**src/rtl/risc_pkg.sv**
```systemverilog
// Shared definitions for the 16-bit RISC core: widths, opcodes, instruction
// field positions, immediate kinds and the decode/ID-EX record types.
package risc_pkg;

  localparam int DATA_W   = 16;
  localparam int REG_AW   = 3;
  localparam int NUM_REGS = 8;
  localparam int OP_W     = 4;

  localparam int OP_LSB = 12;
  localparam int RA_LSB = 9;
  localparam int RB_LSB = 6;
  localparam int RC_LSB = 3;
  localparam int IMM6_W = 6;
  localparam int IMM9_W = 9;

  localparam logic [OP_W-1:0] OP_ADD  = 4'b0000;
  localparam logic [OP_W-1:0] OP_ADI  = 4'b0001;
  localparam logic [OP_W-1:0] OP_NAND = 4'b0010;
  localparam logic [OP_W-1:0] OP_LHI  = 4'b0011;
  localparam logic [OP_W-1:0] OP_LW   = 4'b0100;
  localparam logic [OP_W-1:0] OP_SW   = 4'b0101;
  localparam logic [OP_W-1:0] OP_JAL  = 4'b1000;
  localparam logic [OP_W-1:0] OP_JLR  = 4'b1001;
  localparam logic [OP_W-1:0] OP_BEQ  = 4'b1100;

  typedef enum logic [1:0] {
    IMM_NONE  = 2'd0,
    IMM_SEXT6 = 2'd1,
    IMM_SEXT9 = 2'd2,
    IMM_HI9   = 2'd3
  } imm_kind_e;

  typedef struct packed {
    logic              reg_wr;
    logic              mem_rd;
    logic              mem_wr;
    logic [REG_AW-1:0] rd;
    logic              use_ra;
    logic              use_rb;
    imm_kind_e         imm_kind;
  } dec_t;

  typedef struct packed {
    logic              valid;
    logic [OP_W-1:0]   opcode;
    logic [REG_AW-1:0] rd;
    logic [DATA_W-1:0] ra_data;
    logic [DATA_W-1:0] rb_data;
    logic [DATA_W-1:0] imm;
    logic [DATA_W-1:0] pc_1;
    logic              reg_wr;
    logic              mem_rd;
    logic              mem_wr;
  } idex_t;

  // imm6 is the low six bits of the imm9 field, so one field feeds every kind.
  function automatic logic [DATA_W-1:0] gen_imm(input logic [IMM9_W-1:0] imm9,
                                                input imm_kind_e kind);
    logic [DATA_W-1:0] imm;
    case (kind)
      IMM_SEXT6: imm = {{(DATA_W-IMM6_W){imm9[IMM6_W-1]}}, imm9[IMM6_W-1:0]};
      IMM_SEXT9: imm = {{(DATA_W-IMM9_W){imm9[IMM9_W-1]}}, imm9};
      IMM_HI9:   imm = {imm9, {(DATA_W-IMM9_W){1'b0}}};
      IMM_NONE:  imm = {DATA_W{1'b0}};
      default:   imm = {DATA_W{1'b0}};
    endcase
    return imm;
  endfunction

endpackage

```
**src/rtl/instr_decode_stage_if.sv**
```systemverilog
// Fetch-side, write-back and ID/EX signals of the decode stage; the stage
// itself uses the slave modport, the surrounding pipeline the master modport.
interface instr_decode_stage_if;
  import risc_pkg::*;

  logic [DATA_W-1:0] IR;
  logic [DATA_W-1:0] PC_1;
  logic              if_valid;
  logic              flush;
  logic              wb_en;
  logic [REG_AW-1:0] wb_addr;
  logic [DATA_W-1:0] wb_data;
  logic              stall_out;
  logic              id_valid;
  logic [OP_W-1:0]   id_opcode;
  logic [REG_AW-1:0] id_rd;
  logic [DATA_W-1:0] id_ra_data;
  logic [DATA_W-1:0] id_rb_data;
  logic [DATA_W-1:0] id_imm;
  logic [DATA_W-1:0] id_pc_1;
  logic              id_reg_wr;
  logic              id_mem_rd;
  logic              id_mem_wr;

  modport master (
    output IR, PC_1, if_valid, flush, wb_en, wb_addr, wb_data,
    input  stall_out, id_valid, id_opcode, id_rd, id_ra_data, id_rb_data,
           id_imm, id_pc_1, id_reg_wr, id_mem_rd, id_mem_wr
  );

  modport slave (
    input  IR, PC_1, if_valid, flush, wb_en, wb_addr, wb_data,
    output stall_out, id_valid, id_opcode, id_rd, id_ra_data, id_rb_data,
           id_imm, id_pc_1, id_reg_wr, id_mem_rd, id_mem_wr
  );

endinterface

```
**src/rtl/reg_file_8x16.sv**
```systemverilog
// 8x16 register file: two asynchronous read ports, one synchronous write port.
// Defining ID_WB_BYPASS_EN makes a same-cycle write visible on the read ports.
module reg_file_8x16
  import risc_pkg::*;
(
  input  logic              clk,
  input  logic              reset,
  input  logic              wr_en,
  input  logic [REG_AW-1:0] wr_addr,
  input  logic [DATA_W-1:0] wr_data,
  input  logic [REG_AW-1:0] ra_addr,
  input  logic [REG_AW-1:0] rb_addr,
  output logic [DATA_W-1:0] ra_data,
  output logic [DATA_W-1:0] rb_data
);

  logic [DATA_W-1:0] regs_q [NUM_REGS];
  logic [DATA_W-1:0] regs_d [NUM_REGS];
  logic              wr_en_eff;

  // A write-back arriving during reset must neither land nor bypass.
  assign wr_en_eff = wr_en & ~reset;

  // Next register contents: the addressed entry takes the write data.
  always_comb begin
    regs_d = regs_q;
    if (wr_en_eff) begin
      regs_d[wr_addr] = wr_data;
    end else begin
      regs_d = regs_q;
    end
  end

  // Register storage with synchronous clear.
  always_ff @(posedge clk) begin
    if (reset) begin
      for (int i = 0; i < NUM_REGS; i++) begin
        regs_q[i] <= {DATA_W{1'b0}};
      end
    end else begin
      regs_q <= regs_d;
    end
  end

`ifdef ID_WB_BYPASS_EN
  // Read ports with write-before-read forwarding.
  always_comb begin
    if (wr_en_eff && (wr_addr == ra_addr)) begin
      ra_data = wr_data;
    end else begin
      ra_data = regs_q[ra_addr];
    end
    if (wr_en_eff && (wr_addr == rb_addr)) begin
      rb_data = wr_data;
    end else begin
      rb_data = regs_q[rb_addr];
    end
  end
`else
  // Read ports return the stored value; a write shows up one cycle later.
  always_comb begin
    ra_data = regs_q[ra_addr];
    rb_data = regs_q[rb_addr];
  end
`endif

endmodule

```
**src/rtl/instr_decode_stage.sv**
```systemverilog
// Decode stage of the 16-bit RISC core: IF/ID register, field decode, register
// read, load-use stall, flush and registered ID/EX bundle. Option: ID_WB_BYPASS_EN.
module instr_decode_stage
  import risc_pkg::*;
(
  input  logic                CLK,
  input  logic                reset,
  instr_decode_stage_if.slave bus
);

  logic              if_id_valid_q, if_id_valid_d;
  logic [DATA_W-1:0] if_id_ir_q, if_id_ir_d;
  logic [DATA_W-1:0] if_id_pc_1_q, if_id_pc_1_d;
  idex_t             idex_q, idex_d;

  logic [OP_W-1:0]   opcode;
  logic [REG_AW-1:0] ra_addr, rb_addr, rc_addr;
  logic [IMM9_W-1:0] imm9_field;
  logic [DATA_W-1:0] ra_data, rb_data;
  dec_t              dec;
  logic              hazard;
  logic              stall;

  assign opcode     = if_id_ir_q[OP_LSB +: OP_W];
  assign ra_addr    = if_id_ir_q[RA_LSB +: REG_AW];
  assign rb_addr    = if_id_ir_q[RB_LSB +: REG_AW];
  assign rc_addr    = if_id_ir_q[RC_LSB +: REG_AW];
  assign imm9_field = if_id_ir_q[IMM9_W-1:0];

  reg_file_8x16 u_reg_file (
    .clk     (CLK),
    .reset   (reset),
    .wr_en   (bus.wb_en),
    .wr_addr (bus.wb_addr),
    .wr_data (bus.wb_data),
    .ra_addr (ra_addr),
    .rb_addr (rb_addr),
    .ra_data (ra_data),
    .rb_data (rb_data)
  );

  // Per-opcode destination, source usage, memory controls and immediate kind.
  always_comb begin
    dec = '{reg_wr: 1'b0, mem_rd: 1'b0, mem_wr: 1'b0, rd: {REG_AW{1'b0}},
            use_ra: 1'b0, use_rb: 1'b0, imm_kind: IMM_NONE};
    case (opcode)
      OP_ADD, OP_NAND: begin
        dec.reg_wr = 1'b1; dec.rd = rc_addr;
        dec.use_ra = 1'b1; dec.use_rb = 1'b1;
      end
      OP_ADI: begin
        dec.reg_wr = 1'b1; dec.rd = rb_addr;
        dec.use_ra = 1'b1; dec.imm_kind = IMM_SEXT6;
      end
      OP_LHI: begin
        dec.reg_wr = 1'b1; dec.rd = ra_addr; dec.imm_kind = IMM_HI9;
      end
      OP_LW: begin
        dec.reg_wr = 1'b1; dec.rd = ra_addr; dec.mem_rd = 1'b1;
        dec.use_rb = 1'b1; dec.imm_kind = IMM_SEXT6;
      end
      OP_SW: begin
        dec.mem_wr = 1'b1; dec.use_ra = 1'b1; dec.use_rb = 1'b1;
        dec.imm_kind = IMM_SEXT6;
      end
      OP_BEQ: begin
        dec.use_ra = 1'b1; dec.use_rb = 1'b1; dec.imm_kind = IMM_SEXT6;
      end
      OP_JAL: begin
        dec.reg_wr = 1'b1; dec.rd = ra_addr; dec.imm_kind = IMM_SEXT9;
      end
      OP_JLR: begin
        dec.reg_wr = 1'b1; dec.rd = ra_addr; dec.use_rb = 1'b1;
      end
      default: begin
        dec.reg_wr = 1'b0;
      end
    endcase
  end

  // Load in ID/EX whose destination is a source actually read by IF/ID.
  always_comb begin
    hazard = 1'b0;
    if (idex_q.valid && idex_q.mem_rd && if_id_valid_q) begin
      hazard = (dec.use_ra && (ra_addr == idex_q.rd)) ||
               (dec.use_rb && (rb_addr == idex_q.rd));
    end else begin
      hazard = 1'b0;
    end
  end

  assign stall = ~reset & ~bus.flush & hazard;

  // Next IF/ID and ID/EX contents; flush beats stall, both insert a bubble.
  always_comb begin
    if_id_valid_d = if_id_valid_q;
    if_id_ir_d    = if_id_ir_q;
    if_id_pc_1_d  = if_id_pc_1_q;
    idex_d        = '0;
    if (bus.flush) begin
      if_id_valid_d = 1'b0;
    end else if (hazard) begin
      if_id_valid_d = if_id_valid_q;
    end else begin
      if_id_valid_d = bus.if_valid;
      if_id_ir_d    = bus.IR;
      if_id_pc_1_d  = bus.PC_1;
    end

    if (!bus.flush && !hazard && if_id_valid_q) begin
      idex_d.valid   = 1'b1;
      idex_d.opcode  = opcode;
      idex_d.rd      = dec.rd;
      idex_d.ra_data = ra_data;
      idex_d.rb_data = rb_data;
      idex_d.imm     = gen_imm(imm9_field, dec.imm_kind);
      idex_d.pc_1    = if_id_pc_1_q;
      idex_d.reg_wr  = dec.reg_wr;
      idex_d.mem_rd  = dec.mem_rd;
      idex_d.mem_wr  = dec.mem_wr;
    end else begin
      idex_d = '0;
    end
  end

  // IF/ID and ID/EX pipeline registers.
  always_ff @(posedge CLK) begin
    if (reset) begin
      if_id_valid_q <= 1'b0;
      if_id_ir_q    <= {DATA_W{1'b0}};
      if_id_pc_1_q  <= {DATA_W{1'b0}};
      idex_q        <= '0;
    end else begin
      if_id_valid_q <= if_id_valid_d;
      if_id_ir_q    <= if_id_ir_d;
      if_id_pc_1_q  <= if_id_pc_1_d;
      idex_q        <= idex_d;
    end
  end

  assign bus.stall_out  = stall;
  assign bus.id_valid   = idex_q.valid;
  assign bus.id_opcode  = idex_q.opcode;
  assign bus.id_rd      = idex_q.rd;
  assign bus.id_ra_data = idex_q.ra_data;
  assign bus.id_rb_data = idex_q.rb_data;
  assign bus.id_imm     = idex_q.imm;
  assign bus.id_pc_1    = idex_q.pc_1;
  assign bus.id_reg_wr  = idex_q.reg_wr;
  assign bus.id_mem_rd  = idex_q.mem_rd;
  assign bus.id_mem_wr  = idex_q.mem_wr;

endmodule

```
**src/flat_wrapper.sv**
```systemverilog
// flat-port wrapper written by rule: the top's interface ports become plain ports
module instr_decode_stage_flat import risc_pkg::*;
  (CLK, reset, bus_IR, bus_PC_1, bus_if_valid, bus_flush, bus_wb_en, bus_wb_addr, bus_wb_data, bus_stall_out, bus_id_valid, bus_id_opcode, bus_id_rd, bus_id_ra_data, bus_id_rb_data, bus_id_imm, bus_id_pc_1, bus_id_reg_wr, bus_id_mem_rd, bus_id_mem_wr);
  instr_decode_stage_if bus_i ();
  input  logic CLK;
  input  logic reset;
  input wire logic [$bits(bus_i.IR)-1:0] bus_IR;
  input wire logic [$bits(bus_i.PC_1)-1:0] bus_PC_1;
  input wire logic [$bits(bus_i.if_valid)-1:0] bus_if_valid;
  input wire logic [$bits(bus_i.flush)-1:0] bus_flush;
  input wire logic [$bits(bus_i.wb_en)-1:0] bus_wb_en;
  input wire logic [$bits(bus_i.wb_addr)-1:0] bus_wb_addr;
  input wire logic [$bits(bus_i.wb_data)-1:0] bus_wb_data;
  output wire logic [$bits(bus_i.stall_out)-1:0] bus_stall_out;
  output wire logic [$bits(bus_i.id_valid)-1:0] bus_id_valid;
  output wire logic [$bits(bus_i.id_opcode)-1:0] bus_id_opcode;
  output wire logic [$bits(bus_i.id_rd)-1:0] bus_id_rd;
  output wire logic [$bits(bus_i.id_ra_data)-1:0] bus_id_ra_data;
  output wire logic [$bits(bus_i.id_rb_data)-1:0] bus_id_rb_data;
  output wire logic [$bits(bus_i.id_imm)-1:0] bus_id_imm;
  output wire logic [$bits(bus_i.id_pc_1)-1:0] bus_id_pc_1;
  output wire logic [$bits(bus_i.id_reg_wr)-1:0] bus_id_reg_wr;
  output wire logic [$bits(bus_i.id_mem_rd)-1:0] bus_id_mem_rd;
  output wire logic [$bits(bus_i.id_mem_wr)-1:0] bus_id_mem_wr;
  assign bus_i.IR = bus_IR;
  assign bus_i.PC_1 = bus_PC_1;
  assign bus_i.if_valid = bus_if_valid;
  assign bus_i.flush = bus_flush;
  assign bus_i.wb_en = bus_wb_en;
  assign bus_i.wb_addr = bus_wb_addr;
  assign bus_i.wb_data = bus_wb_data;
  assign bus_stall_out = bus_i.stall_out;
  assign bus_id_valid = bus_i.id_valid;
  assign bus_id_opcode = bus_i.id_opcode;
  assign bus_id_rd = bus_i.id_rd;
  assign bus_id_ra_data = bus_i.id_ra_data;
  assign bus_id_rb_data = bus_i.id_rb_data;
  assign bus_id_imm = bus_i.id_imm;
  assign bus_id_pc_1 = bus_i.id_pc_1;
  assign bus_id_reg_wr = bus_i.id_reg_wr;
  assign bus_id_mem_rd = bus_i.id_mem_rd;
  assign bus_id_mem_wr = bus_i.id_mem_wr;
  instr_decode_stage u_core (.CLK(CLK), .reset(reset), .bus(bus_i));
endmodule
```
**config.mk**
```make
export PLATFORM = sky130hd
export DESIGN_NAME = instr_decode_stage_flat
export DESIGN_NICKNAME = d
export VERILOG_FILES = /design/src/rtl/risc_pkg.sv /design/src/rtl/instr_decode_stage_if.sv /design/src/rtl/reg_file_8x16.sv /design/src/rtl/instr_decode_stage.sv /design/src/flat_wrapper.sv
export SDC_FILE = /design/constraint.sdc
export NUM_CORES = 1
export LEC_CHECK = 0
export ABC_CLOCK_PERIOD_IN_PS = 2500
export BUFFER_PORTS_ARGS = -buffer_cell sky130_fd_sc_hd__clkbuf_2
export CAP_MARGIN = 20
export CORE_MARGIN = 4
export CORE_UTILIZATION = 45
export CTS_CLUSTER_SIZE = 24
export DETAILED_ROUTE_END_ITERATION = 6
export PLACE_DENSITY_LB_ADDON = 0.3
export SLEW_MARGIN = 10
export SYNTH_ARGS = -nofsm -noshare
export SYNTH_HDL_FRONTEND = slang
export SYNTH_SLANG_ARGS = --single-unit
```
**constraint.sdc**
```tcl
create_clock -name CLK -period 2.5 [get_ports CLK]
set_clock_uncertainty 0.2 [all_clocks]
set_input_delay 0 -clock CLK [delete_from_list [all_inputs] [get_ports CLK]]
set_output_delay 0 -clock CLK [all_outputs]
set_load 0.005 [all_outputs]
```
==> summary.txt <==
maximum fanout along the worst path = 7
CTS buffer count = 26
main combinational cell family by area after synthesis = multiplexers
P_leak = 4.98 nW
CTS tree = yes
gr usage total = 0.210
max-cap viol count = 0
Final Cycle Share = 0.982
Hold Crit Class = input port to flip-flop
min cycle time layout = 2.45 ns
fmax = 407 MHz
Reg area = 4740 um2
initial antenna violation count = 2
Root Buffer = clkbuf_16
Hold Slack = 0.0417 ns
DR pass1 iterations = 6
Crit path arrival time = 2.73 ns
Core Region = 22800 um2
Synth area leaders = dfxtp_1 (45%), mux4_2 (14%), mux2i_1 (9.1%), nand2_1 (7.4%), a21oi_1 (3.7%)
CP Launch Type = flip-flop
initial core utilization = 0.462
count leader, synth = dfxtp_1
Synth warnings = 0
clock share of power = 0.406
Flop pwr share = 0.452
largest net degree at the start of global routing = 97
Final WS setup = 0.0459 ns
multiplexer share of the synthesized area = 0.230
gr busiest metal = met2
Synth async-reset ratio = 0
layout cells sized above 1 = 0.239
R2R depth = 7
P&R area growth vs syn = 24.4%
R2R Path Start = u_core.if_id_ir_q[14]
setup TNS = 0 ns
worst hold start = bus_if_valid
clock-pin slew on the worst setup and hold paths = 0.06 ns
# H-tree levels = 1
Worst Path Required = 2.78 ns
Post-DRT Antenna Nets = 0
worst hold path depth = 3
Seq/Total Area, Yosys = 0.448
clk_lat worst skew = 0.53 ns
die width = 161 um
Multi-input gate area = 5400 um2
Synth Area in Compound Gates = 0.103
Rel. slew slack = 0.304
fraction of the mapped netlist area in simple logic gates = 0.167
CP endpoint kind = flip-flop
clk sink count = 236
Slew Limit Fails = 0
fin util = 0.574
Die Area = 26000 um2
DRC = 0
Max clock buf depth = 3
I/O Buffers = 131
critical path class = flip-flop to flip-flop
RD Place Congestion = 0.789
fillers = 1977
Synth Area per Inst = 9.75 um2
P per Cell Area = 668 nW/um2
Post-Place Worst Slack = 0.372 ns
largest area contributor in the netlist = dfxtp_1
GR met3 Demand/Resource = 0.0324
Overall Power = 8.76 mW
Adder-Cell Fraction of Synth Area = 0
unique cell type count in the Yosys netlist = 37
number of placed I/O pins = 132
Synth Area in XOR/XNOR = 0.00498
Yosys reg bits = 236
Synth Net Count = 1138
final hold vios = 0
Sw Ratio = 0.262
sink of the worst hold path = u_core.if_id_valid_q
non-filler instance count after layout = 1568
placed cell areas = 11500 um2
GR Util met2 = 0.345
grt ovf = 0
R2R setup slack = 0.05 ns
Routed WL = 28400 um
Setup Viol. Count Final = 0
final instance area = 13100 um2
routed len/inst = 18.1 um
vias in the first global route = 8218
Nets = 1296
Via Count = 8703
Critical R2R Capture = u_core.if_id_pc_1_q[2]
global-route wire length before repair = 44600 um
# rows = 55
logic gate share of total power = 0.142
status = finished clean
vias per cell = 5.55
VDD IR-drop max = 0.000429 V
Pint = 6.47 mW
area share of the largest cell type after synthesis = 0.448
Vert. Die Dim = 161 um
placed cell count = 1447
top_reg_cell synth = dfxtp_1
post-DP HPWL = 16600 um
P_sw = 2.30 mW
synth cell count leaders = dfxtp_1 (236), nand2_1 (208), nor2_1 (102)
Mapped Area = 10600 um2
number of flops mapped to enable cells by yosys = 0
Post-Synthesis Cells = 1082
GR Util met1 = 0.288
worst-margin pin slew = 1.04 ns
DRT iter0 DRCs = 683
cells in the final DEF, fill, tap and decap left out, drive strengths merged, types with 2 or more instances in the layout:
cell type	instances
a21oi	77
a22oi	2
a32oi	32
and2	21
and3	2
buf	44
clkbuf	165
clkinv	6
dfxtp	236
dlygate4sd3	71
inv	6
mux2	2
mux2i	96
mux4	64
nand2	208
nand2b	7
nand3	3
nand3b	4
nor2	102
nor3	5
nor3b	36
nor4	5
nor4b	3
o21a	3
o21ai	4
o22ai	4
o311ai	32
xor2	6
critical path, stage by stage (launching register included):
cell and delay, ns:
dfxtp_4 0.38, mux2_2 0.35, o221ai_2 0.17, a22oi_2 0.13, buf_4 0.17, buf_6 0.12
o311ai_1 0.29, dlygate4sd3_1 0.58
cells by family after synthesis:
kind of cell | Yosys count
AOI/OAI and AO/OA | 159
buffers and inverters | 122
muxes | 162
and+or+nand+nor | 397
xor gates and xnor gates | 6
DFF | 236
worst max path at each step:
stage,end,cells after the start,start,slack (ns)
after floorplan,u_core.bus.id_opcode[0],7,u_core.if_id_ir_q[14],0.52
after global placement,u_core.bus.id_opcode[0],6,u_core.if_id_ir_q[12],0.41
after global routing,u_core.if_id_pc_1_q[2],7,u_core.if_id_ir_q[14],-0.06
after CTS,u_core.if_id_pc_1_q[14],6,u_core.if_id_ir_q[13],0.01
after detailed placement,u_core.bus.id_imm[1],6,u_core.if_id_ir_q[12],0.37
final,u_core.if_id_pc_1_q[2],7,u_core.if_id_ir_q[14],0.05
state kept, by name, indices dropped and copies added, names as in the netlist:
name	cells
u_core.bus.id_imm	16
u_core.bus.id_mem_rd	1
u_core.bus.id_mem_wr	1
u_core.bus.id_opcode	4
u_core.bus.id_pc_1	16
u_core.bus.id_ra_data	16
u_core.bus.id_rb_data	16
u_core.bus.id_rd	3
u_core.bus.id_reg_wr	1
u_core.bus.id_valid	1
u_core.if_id_ir_q	16
u_core.if_id_pc_1_q	16
u_core.if_id_valid_q	1
u_core.u_reg_file.regs_q	128
timing repair:
item	4_1_cts	5_1_grt
resized for setup	3	27
endpoints found under the setup margin	1	18
hold buffers	75	0
pin swaps	0	2
setup buffers	0	4
hold endpoints to repair	236	0
cloned	0	2
layout make-up:
type / instances / share of cell area
repair buffers: 246 / 0.136
well taps: 313 / 0.0298
diodes: 1 / 0.000191
flip-flops and latches: 236 / 0.361
inverters: 6 / 0.00172
clock buffers: 35 / 0.0560
clock inverters: 7 / 0.00400
multi-input cells: 724 / 0.411
layer usage:
metal	part of all wire	routed length, um
met1	0.43	12300
met2	0.47	13300
met5	0.00025	7
met4	0.029	816
met3	0.068	1930
power groups by stage:
| stage | logic (mW) | clock network, mW | registers, mW |
|---|---|---|---|
| 2_1_floorplan | 0.768 | 0 | 3.99 |
| 3_3_place_gp | 0.992 | 0 | 4.03 |
| 3_5_place_dp | 1.00 | 0 | 4.04 |
| 4_1_cts | 1.11 | 3.62 | 3.95 |
| 5_1_grt | 1.33 | 3.77 | 3.97 |
| 6_report | 1.24 | 3.56 | 3.96 |
Power figures use the tool's default switching activity.
